## config.mk

```make
export PLATFORM = sky130hd
export DESIGN_NAME = iq_dispatch_sender
export DESIGN_NICKNAME = d
export VERILOG_FILES = /design/src/rtl/iq_dispatch_sender.sv
export SDC_FILE = /design/constraint.sdc
export NUM_CORES = 1
export LEC_CHECK = 0
export CAP_MARGIN = 20
export CORE_UTILIZATION = 38
export CTS_CLUSTER_DIAMETER = 80
export CTS_CLUSTER_SIZE = 14
export DETAILED_ROUTE_END_ITERATION = 12
export PLACE_DENSITY = 0.67
export SYNTH_ARGS = -nofsm -noshare
export SYNTH_HDL_FRONTEND = slang
export SYNTH_SLANG_ARGS = --single-unit
```

## constraint.sdc

```tcl
create_clock -name clk -period 11.3 [get_ports clk]
set_clock_uncertainty 0.2 [all_clocks]
set_input_delay 1.695 -clock clk [delete_from_list [all_inputs] [get_ports clk]]
set_output_delay 1.695 -clock clk [all_outputs]
set_load 0.01 [all_outputs]
```

## src/rtl/iq_dispatch_sender.sv

```systemverilog
// iq_dispatch_sender: holds renamed ops and offers them to the issue queue, then sends min(offer, nextAccepting).
module iq_dispatch_sender #(
   parameter int CAPACITY    = 8,
   parameter int MAX_IN      = 4,
   parameter int MAX_OUT     = 4,
   parameter int STALL_LIMIT = 16
) (
   input  logic       clk,
   input  logic       reset,
   input  logic [7:0] prevSending,
   input  logic [7:0] nextAccepting,
   input  logic       lockSend,
   input  logic       lockAccept,
   input  logic       killAll,
   input  logic [7:0] kill,
   output logic [7:0] full,
   output logic [7:0] living,
   output logic [7:0] wantSend,
   output logic [7:0] sending,
   output logic [7:0] canAccept,
   output logic [7:0] headTag,
   output logic       stalled,
   output logic       overflow
);
   localparam logic [7:0] CAP = 8'(CAPACITY);
   localparam logic [7:0] MI  = 8'(MAX_IN);
   localparam logic [7:0] MO  = 8'(MAX_OUT);
   localparam logic [7:0] SL  = 8'(STALL_LIMIT);

   logic [7:0] full_q, full_d, tag_q, tag_d, stall_q, stall_d;
   logic [7:0] after_send, room, accepted;
   logic       ovf_q, ovf_d;

   always_comb begin
      living     = killAll ? 8'd0 : full_q - (kill > full_q ? full_q : kill);
      wantSend   = lockSend ? 8'd0 : (living < MO ? living : MO);
      sending    = wantSend < nextAccepting ? wantSend : nextAccepting;
      after_send = living - sending;
      room       = CAP - after_send;
      // canAccept never sees prevSending, so upstream may use it combinationally
      canAccept  = lockAccept ? 8'd0 : (room < MI ? room : MI);
      accepted   = killAll ? 8'd0 : (prevSending < canAccept ? prevSending : canAccept);
      full_d     = after_send + accepted;
      tag_d      = tag_q + sending;
      stall_d    = (living != 8'd0 && sending == 8'd0) ? (stall_q == 8'hff ? stall_q : stall_q + 8'd1) : 8'd0;
      ovf_d      = ovf_q | (!killAll && prevSending > canAccept);
   end

   always_ff @(posedge clk or posedge reset) begin
      if (reset) begin
         full_q  <= '0;
         tag_q   <= '0;
         stall_q <= '0;
         ovf_q   <= 1'b0;
      end else begin
         full_q  <= full_d;
         tag_q   <= tag_d;
         stall_q <= stall_d;
         ovf_q   <= ovf_d;
      end
   end

   assign full     = full_q;
   assign headTag  = tag_q;
   assign stalled  = stall_q >= SL;
   assign overflow = ovf_q;
endmodule

```

Word-level counts from Yosys, hierarchy flattened:

Index checks and enable logic that the tools add are counted.

* flip-flop bits (word level): 25
* bits in latches: 0
* RAM bits: 0
* bits in read-only memories: 0
* bits of input ports: 29
* output and inout bits: 50
* logic and storage cells: 36
* memories kept: 0

* add/sub/neg operators: 6
* multiply operators: 0
* divide/modulo/power cells: 0
* $lt $le $gt $ge: 7
* eq/ne operators: 2
* shifts and indexed selects: 0
* multiplexer cells: 11
* bitwise gates (word level): 1
* reductions and logical operators: 5

Operator list (count)
* two-way mux 8 bit: 11
* adder 8 bit: 2
* > comparator 8 bit: 2
* < comparator 8 x 3 -> 1 bit, second input constant: 2
* < comparator 8 bit: 2
* subtractor 8 bit: 2
* adder 8 x 1 -> 8 bit, second input constant: 1
* equality test 8 bit, second input constant: 1
* >= comparator 8 x 5 -> 1 bit, second input constant: 1
* zero test 8 bit: 1
* nonzero test 8 bit: 1
* subtractor 4 x 8 -> 8 bit, first input constant: 1
* logical AND 1 bit: 2
* inequality test 2 bit, second input constant: 1
* zero test 1 bit: 1
* OR 1 bit: 1

Longest topological paths before layout:

Gate-level depths: netlist of run 1.

* depth in word-level cells: 18
* gate-level depth with buffers: 56

Worst setup path after synthesis of run 1:

OpenSTA, ideal clock, no wires.

* path type: input to register
* from: input port kill[7]
* to: register full_q[6], in the netlist full[6]
* setup time: 0.080 ns
* arrival: 12.139 ns
* setup slack: -1.119 ns
* stages on the path: 51
* path buffers: 3
* cell sequence: ha_1 -> and4_2 -> or3_4 -> nand3_1 -> clkbuf_1 -> o21ai_0 -> ha_1 -> fa_1 -> nand2b_1 -> a21oi_1 -> xnor2_1 -> nor2_1 -> nor3_1 -> and3_2 -> inv_1 -> nor4_1 -> ha_1 -> inv_1 -> (+15 left out) -> or2_1 -> ha_1 -> nor2b_1 -> o21ai_0 -> nand2b_1 -> a21oi_1 -> o21a_1 -> clkbuf_1 -> nor3_1 -> nand4_1 -> a21oi_1 -> ha_1 -> fa_1 -> a21o_1 -> a21oi_1 -> o21bai_1 -> a21oi_1 -> xnor2_1

* cells in the longest elaborated chain, start to end: 18

Ends and longest elaborated chain
* from (decl): line 15 `input logic [7:0] kill,`
* > comparator 8 bit *: line 35 `living = killAll ? 8'd0 : full_q - (kill > full_q ? full_q : kill);`
* two-way mux 8 bit *: line 35
* subtractor 8 bit *: line 35
* two-way mux 8 bit *: line 35
* named net living[4]: line 17 `output logic [7:0] living,`
* < comparator 8 x 3 -> 1 bit *: line 36 `wantSend = lockSend ? 8'd0 : (living < MO ? living : MO);`
* two-way mux 8 bit * (2 in series): line 36
* named net wantSend[1]: line 18 `output logic [7:0] wantSend,`
* (+2 left out)
* named net sending[0]: line 19 `output logic [7:0] sending,`
* subtractor 8 bit *: line 38 `after_send = living - sending;`
* subtractor 4 x 8 -> 8 bit: line 39 `room = CAP - after_send;`
* < comparator 8 x 3 -> 1 bit: line 41 `canAccept = lockAccept ? 8'd0 : (room < MI ? room : MI);`
* two-way mux 8 bit (2 in series): line 41
* < comparator 8 bit: line 42 `accepted = killAll ? 8'd0 : (prevSending < canAccept ? prevSending : canAccept);`
* two-way mux 8 bit (2 in series): line 42
* adder 8 bit *: line 43 `full_d = after_send + accepted;`
* named net full_d[6]: line 30 `logic [7:0] full_q, full_d, tag_q, tag_d, stall_q, stall_d;`
* to (signal assigned): line 56 `full_q <= full_d;`
* to (decl): line 30

The timed path passes the listed nets; every way through them passes the cells marked *.
A chain may end at the register's enable or synchronous reset.

Worst setup path after layout of run 1:

* from: input port kill[4]
* to: register full_q[7], in the netlist full[7]

* cells in the longest elaborated chain, start to end: 18

Ends and longest elaborated chain
* > comparator 8 bit: line 35
* two-way mux 8 bit *: line 35
* subtractor 8 bit *: line 35
* two-way mux 8 bit *: line 35
* < comparator 8 x 3 -> 1 bit: line 36
* two-way mux 8 bit (2 in series): line 36
* < comparator 8 bit: line 37 `sending = wantSend < nextAccepting ? wantSend : nextAccepting;`
* two-way mux 8 bit: line 37
* subtractor 8 bit *: line 38
* subtractor 4 x 8 -> 8 bit: line 39
* < comparator 8 x 3 -> 1 bit: line 41
* two-way mux 8 bit (2 in series): line 41
* < comparator 8 bit: line 42
* two-way mux 8 bit (2 in series): line 42
* adder 8 bit *: line 43
* named net full_d[7]: line 30

Marks and branches as above.

==> flow_summary_export.csv, run 1 <==
group,metric,value,unit
global_routing,antenna_found_initial,0,
clock_tree,clockBufferDepth,2,
timing,worstMarginPinSlew,0.823,ns
timing,hold_viol,0,
timing,period_minus_slack,11.14,ns
die,io_pins,79,
synthesis,synth_seq_area_share,18.0,%
synthesis,synth_cells,415,
drt,vias_per_cell,5.22,
timing,final-setup-viol-count,0,
global_routing,grt_max_degree,26,
critical_path,start_kind,"input pin",
run,maxCapViolCount,0,
drt,drtPass1Iterations,8,
synthesis,synth-xor-area-share,7.04,%
critical_path,cp-end-kind,"register",
die,rows,34,
status,status,"complete, but fails checks",
critical_path,crit_path_top_delay_cell,"a2111o_1",
critical_path,rr_worst_depth,52,
global_routing,track_usage,20.5,%
synthesis,synthSimpleGateAreaFrac,20.8,%
finish,final_common_cell,"buf_4",
finish,nNetsFinal,673,
die,fp.dieArea,9560,sq um
critical_path,slowest_delay,0.46,ns
synthesis,synth_top_family_by_area,"compound AO/OA/AOI/OAI gates",
finish,post-route-cell-area,5390,sq um
critical_path,crit_family,"compound AO/OA/AOI/OAI gates",
critical_path,crit_cells,51,
synthesis,async_flop_share,100,%
critical_path,path_class,"in2reg",
drt,drtIter0Drc,77,
critical_path,rr_endpoint,"full[7]$_DFF_PP0_",
synthesis,synth.cell_area,3480,sq um
critical_path,path_buf_inv,6,
clock_tree,cts_root_buffer,"clkbuf_8",
place,gp_congestion,0.901,
synthesis,muxShareOfSynthArea,1.04,%
global_routing,grt_pass1_vias,3701,
timing,fmax,89.7,MHz
drt,antenna_left,0,
finish,synthToLayoutAreaGrowth,54.6,%
critical_path,crit_start,"kill[4]",
critical_path,cp.arrival,11.14,ns
drt,post-route-drc-count,4,
status,violations,"design-rule violations",
critical_path,r2r_start,"full[5]$_DFF_PP0_",
clock_tree,clkLatencyLatePin,0.27,ns
drt,wl_per_cell,14.4,microns
synthesis,synth_enable_flop_cells,0,
timing,maxSlewHeadroom,44.9,%
timing,finalCritPeriodShare,98.6,%
clock_tree,cts_tree,"done",
finish,final_cell_mix,"buf_4 (90), clkdlybuf4s50_1 (59), ha_1 (46)",
drt,detailroute.via_count,3613,
worst_hold_path,min_from,"overflow$_DFF_PP0_",
clock_tree,cts_num_sinks,25,
die,die_height,97.8,microns
clock_tree,htreeDepth,1,
timing,slew_viol_final,0,
clock_tree,numCtsBuffers,3,
finish,num_antenna_cells,0,
die,die_w,97.8,microns
critical_path,path_max_fanout,7,
synthesis,synth_compound_area_share,22.9,%
synthesis,yosys.area_share.adder,22.0,%
clock_tree,clk_pin_slew,0.09,ns
global_routing,overflow,0,
place,dp_hpwl,8070,microns
critical_path,cp-endpoint,"full[7]$_DFF_PP0_",
finish,drive_gt1_share,30.7,%
timing,rsz0062_at_grt,"yes",
synthesis,synth_cell_types,68,
place,port_buffers,68,
critical_path,r2r_slack,1.15,ns
critical_path,cp.required,11.30,ns
worst_hold_path,min_path_type,"reg2reg",
synthesis,ys_warn_count,0,
synthesis,synth-seq-cells,25,
place,place_area,4980,sq um
synthesis,ys.flop_type,"dfrtp_1",
die,initial_utilization,39.6,%
drt,drt-total-wl,9980,microns
die,core,8810,sq um
synthesis,syn_area_per_cell,8.40,sq um
global_routing,grt_pass1_wl,16200,microns
==> state kept, by name, summed over array words and instances (netlist names) <==
name and count:
full 8, headTag 8, stall_q 8, overflow 1
==> routing by layer <==
layer | part of all wire [%] | vias up | track usage (%)
li1 | - | 1803 | -
met1 | 46 | 1724 | 25.4
met2 | 50 | 73 | 37.3
met3 | 2.8 | 13 | 1.86
met4 | 1.5 | 0 | 6.64
met5 | 0 | - | 0
==> per-stage QoR <==
step	setup slack, ns	utilization [%]	instances	setup TNS [ns]	hold WS (ns)
2_1_floorplan	0.00704	-	433	0	0.313
3_3_place_gp	-0.255	56.6	671	-0.734	0.280
3_5_place_dp	-0.475	56.6	671	-1.88	0.268
4_1_cts	0.00173	57.4	676	0	0.303
5_1_grt	-0.415	61.2	692	-1.51	0.328
6_report	0.156	61.2	692	0	0.296
==> worst min-delay path by stage <==
| stage | slack [ns] | cells past startpoint | endpoint |
|---|---|---|---|
| floorplan | 0.31 | 1 | overflow$_DFF_PP0_ |
| global placement | 0.28 | 1 | overflow$_DFF_PP0_ |
| detailed placement | 0.27 | 1 | overflow$_DFF_PP0_ |
| CTS | 0.30 | 1 | overflow$_DFF_PP0_ |
| global route | 0.33 | 1 | overflow$_DFF_PP0_ |
| finish | 0.30 | 1 | overflow$_DFF_PP0_ |
==> cell families after synthesis <==
group	Yosys count
buf+inv	61
xor+xnor	28
compound gates	107
fa+ha+maj	59
flops	25
mux	3
other cells	2
simple gates	130
==> synthesized netlist by cell type, types with 3 or more instances <==
cell	instances	area share, %
o21bai_1	6	1.3
a211o_1	3	0.75
and2_1	3	0.54
o21a_1	5	1.1
a21oi_1	33	4.7
a21o_1	13	2.8
nand2_1	11	1.2
nand4_1	8	1.4
xor2_1	7	1.8
nor3_1	10	1.4
and3_1	6	1.1
dfrtp_1	25	18
nor4_1	3	0.54
nor2b_1	5	0.90
fa_1	4	2.3
o21ai_0	16	2.3
ha_1	55	20
buf_4	11	2.4
a211oi_1	5	1.1
nand2b_1	6	1.1
clkbuf_1	4	0.43
a211oi_2	3	1.1
inv_1	44	4.7
xnor2_1	21	5.3
nand3_1	10	1.4
nor2_1	43	4.6
==> repair_timing <==
action | in CTS | in global routing
endpoints found under the hold margin | 0 | 0
gates resized for setup | 5 | 57
setup endpoints to repair | 7 | 10
pin swaps | 1 | 52
hold buffers | 0 | 0
cloned | 0 | 1
buffers inserted | 1 | 14
==> layout make-up <==
cell class	instances	area, sq um
Fill cell	778	3420
Multi-Input combinational cell	348	2970
Timing Repair Buffer	162	1440
Sequential cell	25	626
Inverter	45	171
Tap cell	108	135
Clock buffer	3	41.3
Clock inverter	1	8.76
==> worst register-to-register path, delay by kind of cell (launching register included) <==
family / cells / cell delay (ns)
compound gates: 21 / 3.96
xor+xnor: 3 / 0.36
fa+ha+maj: 7 / 1.84
buf+inv: 6 / 0.48
flops: 1 / 0.41
mux: 1 / 0.20
simple gates: 14 / 2.63
Power of run 1 is not shown: default switching activity piles up to over one toggle a cycle in this logic, so the estimate is an artifact.
==> run 2: changes to the inputs <==
--- a/config.mk
+++ b/config.mk
@@ -6,11 +6,11 @@
 export NUM_CORES = 1
 export LEC_CHECK = 0
 export CAP_MARGIN = 20
-export CORE_UTILIZATION = 38
-export CTS_CLUSTER_DIAMETER = 80
+export CORE_UTILIZATION = 47
+export CTS_CLUSTER_DIAMETER = 200
 export CTS_CLUSTER_SIZE = 14
 export DETAILED_ROUTE_END_ITERATION = 12
-export PLACE_DENSITY = 0.67
+export PLACE_DENSITY = 0.79
 export SYNTH_ARGS = -nofsm -noshare
 export SYNTH_HDL_FRONTEND = slang
 export SYNTH_SLANG_ARGS = --single-unit
==> run 2 against run 1 <==
  * The flow now finishes without violations
  * Sequential share of layout area increased by 0.090 points
  * Global-route usage increased by 7.2 points
  * Worst setup slack improved by 0.036 ns
  * Via count increased by 5.1%
  * Wire length increased by 11%
  * Critical path type is now in2out
==> flow_summary_export.csv, run 2 (synthesized netlist as in run 1, its figures left out) <==
group,metric,value,unit
status,status,"finished, final reports clean",
timing,rsz0062_at_grt,"yes",
critical_path,start_kind,"input pin",
timing,maxSlewHeadroom,50.3,%
global_routing,grt_pass1_vias,3763,
drt,vias_per_cell,5.55,
clock_tree,cts_root_buffer,"clkbuf_8",
timing,finalCritPeriodShare,98.3,%
drt,drtPass1Iterations,4,
drt,detailroute.via_count,3797,
critical_path,path_class,"in2out",
drt,wl_per_cell,16.2,microns
global_routing,track_usage,27.7,%
critical_path,cp.required,9.41,ns
die,die_w,88.1,microns
die,initial_utilization,48.3,%
critical_path,cp-end-kind,"output pin",
drt,post-route-drc-count,0,
worst_hold_path,whs_path_depth,1,
finish,num_antenna_cells,0,
timing,hold_viol,0,
critical_path,rr_worst_depth,49,
global_routing,overflow,0,
clock_tree,htreeDepth,1,
critical_path,r2r_start,"full[4]$_DFF_PP0_",
critical_path,crit_path_top_delay_cell,"clkdlybuf4s50_1",
clock_tree,clockBufferDepth,2,
die,die_height,88.1,microns
drt,drtIter0Drc,173,
global_routing,grt_pass1_wl,16800,microns
drt,antenna_left,0,
die,core,7210,sq um
timing,slew_viol_final,0,
die,io_pins,79,
critical_path,r2r_slack,1.26,ns
worst_hold_path,hold_end,"overflow$_DFF_PP0_",
finish,synthToLayoutAreaGrowth,53.4,%
die,rows,31,
finish,final_cell_mix,"buf_4 (91), clkdlybuf4s50_1 (59), ha_1 (47)",
finish,final_common_cell,"buf_4",
critical_path,path_max_fanout,7,
worst_hold_path,min_from,"overflow$_DFF_PP0_",
clock_tree,cts_tree,"done",
global_routing,grt_max_degree,26,
global_routing,antenna_found_initial,0,
place,dp_hpwl,8160,microns
finish,drive_gt1_share,29.9,%
finish,nNetsFinal,674,
critical_path,cp.arrival,9.21,ns
clock_tree,cts_num_sinks,25,
critical_path,slowest_delay,0.52,ns
clock_tree,numCtsBuffers,3,
die,fp.dieArea,7760,sq um
timing,final-setup-viol-count,0,
timing,period_minus_slack,11.11,ns
clock_tree,cts_hold_buf,0,
drt,drt-total-wl,11100,microns
run,maxCapViolCount,0,
timing,worstMarginPinSlew,0.743,ns
clock_tree,clkLatencyLatePin,0.30,ns
clock_tree,clk_pin_slew,0.09,ns
timing,finalSetupTns,0,ns
place,gp_congestion,0.943,
critical_path,cpMostUsedCell,"buf_4",
timing,fmax,90.0,MHz
place,port_buffers,68,
worst_hold_path,min_path_type,"reg2reg",
critical_path,rr_endpoint,"full[6]$_DFF_PP0_",
[run 2: timing repair]
action	in CTS	in global routing
setup buffers	12	9
pin swaps	22	17
gates resized for setup	17	37
setup endpoints to repair	7	10
gates cloned	1	0
[run 2: per-stage QoR]
step	util, %	area (sq um)	hold WS [ns]	instances	setup slack (ns)
5_1_grt	74.1	5350	0.309	684	-0.148
3_3_place_gp	68.4	4930	0.272	657	-0.208
6_report	74.1	5350	0.291	684	0.192
2_1_floorplan	-	3710	0.313	433	0.00704
3_5_place_dp	68.4	4930	0.272	657	-0.563
4_1_cts	71.0	5120	0.292	674	-0.0489
[run 2: final cells by class]
cell class                 instances  area, sq um
timing repair buffer             163         1430
tap                               99          124
multi-input combinational        348         2950
clock inverter                     1         8.76
fill                             536         1870
inverter                          45          171
sequential                        25          626
clock buffer                       3         41.3
[run 2: per-layer routing]
metal	wire [microns]	global-route usage (%)	up-vias
met5	0	0	-
met4	414	12.6	0
met3	419	2.17	43
met2	5710	52.0	120
met1	4560	31.9	1827
li1	-	-	1807
[run 2: critical path, delay by kind of cell]
| kind | cells | cell delay, ns |
|---|---|---|
| AOI/OAI and AO/OA | 13 | 2.88 |
| xor gates and xnor gates | 1 | 0.11 |
| muxes | 1 | 0.20 |
| buffers and inverters | 6 | 1.16 |
| adders and majority gates | 6 | 1.49 |
| and+or+nand+nor | 9 | 1.67 |
[run 2: worst max path at each step]
stage | cells past startpoint | slack (ns) | from | endpoint
finish | 36 | 0.19 | kill[4] | canAccept[0]
global route | 51 | -0.15 | kill[4] | full[7]$_DFF_PP0_
CTS | 50 | -0.05 | kill[4] | full[7]$_DFF_PP0_
detailed placement | 52 | -0.56 | kill[5] | full[7]$_DFF_PP0_
global placement | 51 | -0.21 | kill[5] | full[7]$_DFF_PP0_
floorplan | 51 | 0.007 | kill[4] | full[7]$_DFF_PP0_
Power of run 2 is left out for the same reason.
==> run 3: changes to the inputs <==
--- a/config.mk
+++ b/config.mk
@@ -6,6 +6,7 @@
 export NUM_CORES = 1
 export LEC_CHECK = 0
 export CAP_MARGIN = 20
+export CORE_MARGIN = 1.5
 export CORE_UTILIZATION = 47
 export CTS_CLUSTER_DIAMETER = 200
 export CTS_CLUSTER_SIZE = 14
==> run 3 against run 2 <==
  * The run now ends with negative setup slack left
  * Critical path depth rose by 17
  * Fmax fell by 3.3%
  * Cell count rose by 0.88%
  * Final area rose by 3.4%
  * Critical endpoint is now full[7]$_DFF_PP0_
  * Largest cell class unchanged
==> flow_summary_export.csv, run 3 (synthesized netlist as in run 1, its figures left out) <==
group,metric,value,unit
place,dp_hpwl,7880,microns
critical_path,cp-end-kind,"register",
clock_tree,htreeDepth,1,
status,status,"complete, but fails checks",
timing,fin_ws,-0.187,ns
finish,drive_gt1_share,33.5,%
critical_path,cpMostUsedCell,"buf_4",
critical_path,start_kind,"input pin",
drt,post-route-drc-count,0,
critical_path,cp.arrival,11.48,ns
worst_hold_path,min_from,"overflow$_DFF_PP0_",
worst_hold_path,min_path_type,"reg2reg",
global_routing,grt_max_degree,26,
critical_path,crit_path_top_delay_cell,"a221o_2",
timing,period_minus_slack,11.49,ns
worst_hold_path,whs_path_depth,1,
clock_tree,cts_root_buffer,"clkbuf_8",
status,violations,"negative setup slack",
clock_tree,clk_pin_slew,0.09,ns
timing,finalCritPeriodShare,102,%
die,io_pins,79,
finish,nNetsFinal,680,
place,place_ws,-0.474,ns
place,port_buffers,68,
die,initial_utilization,48.3,%
critical_path,rr_worst_depth,53,
finish,fillCellCount,466,
drt,detailroute.via_count,3802,
finish,final_common_cell,"buf_4",
die,fp.dieArea,7940,sq um
drt,drt-total-wl,11300,microns
global_routing,overflow,0,
die,core,7210,sq um
drt,wl_per_cell,16.4,microns
drt,drtPass1Iterations,5,
critical_path,path_class,"in2reg",
drt,drtIter0Drc,195,
worst_hold_path,hold_end,"overflow$_DFF_PP0_",
critical_path,r2r_start,"full[5]$_DFF_PP0_",
clock_tree,cts_hold_buf,0,
clock_tree,numCtsBuffers,3,
clock_tree,cts_tree,"done",
die,die_w,89.1,microns
critical_path,r2r_slack,0.77,ns
drt,antenna_left,0,
timing,rsz0062_at_grt,"yes",
global_routing,antenna_found_initial,0,
critical_path,rr_endpoint,"full[7]$_DFF_PP0_",
finish,synthToLayoutAreaGrowth,58.7,%
clock_tree,clockBufferDepth,2,
global_routing,grt_pass1_vias,3517,
timing,slew_viol_final,0,
finish,final_cell_mix,"buf_4 (97), clkdlybuf4s50_1 (59), ha_1 (45)",
finish,final_cells,690,
clock_tree,clkLatencyLatePin,0.29,ns
place,dpl.cell_count,655,
timing,worstMarginPinSlew,0.753,ns
timing,final-setup-viol-count,2,
timing,hold_viol,0,
run,maxCapViolCount,0,
global_routing,track_usage,25.2,%
finish,num_antenna_cells,0,
die,rows,31,
critical_path,slowest_delay,0.42,ns
drt,vias_per_cell,5.51,
critical_path,path_max_fanout,6,
die,die_height,89.1,microns
timing,maxSlewHeadroom,49.6,%
clock_tree,cts_num_sinks,25,
place,gp_congestion,0.984,
global_routing,grt_pass1_wl,15900,microns
critical_path,cp.required,11.30,ns
timing,fmax,87.1,MHz
## run 3: cell types whose count changed in the layout (fill, tap and decap cells not counted), sizes merged
cell,before,now
dlymetal6s2s,6,5
dlygate4sd2,1,0
clkbuf,5,6
buf,95,103
nand3,11,10
## run 3: worst max path at each step
stage,start,cells after the start,to,slack (ns)
finish,kill[5],53,full[7]$_DFF_PP0_,-0.19
global route,kill[5],53,full[7]$_DFF_PP0_,-0.55
CTS,kill[1],52,full[7]$_DFF_PP0_,0.002
detailed placement,kill[5],52,full[7]$_DFF_PP0_,-0.47
global placement,kill[5],51,full[7]$_DFF_PP0_,-0.27
floorplan,kill[4],51,full[7]$_DFF_PP0_,0.007
## run 3: layer usage
layer	up-vias	part of all wire (%)	global-route usage [%]
met2	137	52	47.2
met3	25	4.4	2.12
met5	-	0	0
met1	1821	41	31.4
met4	0	2.0	5.03
li1	1819	-	-
## run 3: critical path: cells and delay by family
kind	cells	cell delay, ns
AO/OA/AOI/OAI	20	3.90
XOR/XNOR	3	0.54
adder cells (fa/ha/maj)	6	1.63
buffers and inverters	9	1.04
AND/OR/NAND/NOR	15	2.67
## run 3: final cells by class
type / count / area (sq um) / area share (%)
well taps: 99 / 124 / 2.24
clock buffers: 3 / 41.3 / 0.747
multi-input cells: 347 / 3060 / 55.4
repair buffers: 170 / 1500 / 27.1
clock inverters: 1 / 8.76 / 0.158
inverters: 45 / 171 / 3.10
flip-flops and latches: 25 / 626 / 11.3
## run 3: timing repair
item | CTS | global route
pin swaps | 8 | 63
setup endpoints to repair | 5 | 10
buffers inserted | 11 | 20
resized for setup | 22 | 62
## run 3: through the flow
stage / hold slack [ns] / TNS [ns] / cell area, sq um / utilization (%)
final: 0.291 / -0.212 / 5530 / 76.7
after global routing: 0.317 / -2.29 / 5530 / 76.7
after CTS: 0.293 / 0 / 5130 / 71.1
after detailed placement: 0.273 / -1.59 / 4930 / 68.3
after global placement: 0.274 / -0.813 / 4930 / 68.3
after floorplan: 0.313 / 0 / 3710 / -
Power of run 3 is left out for the same reason.
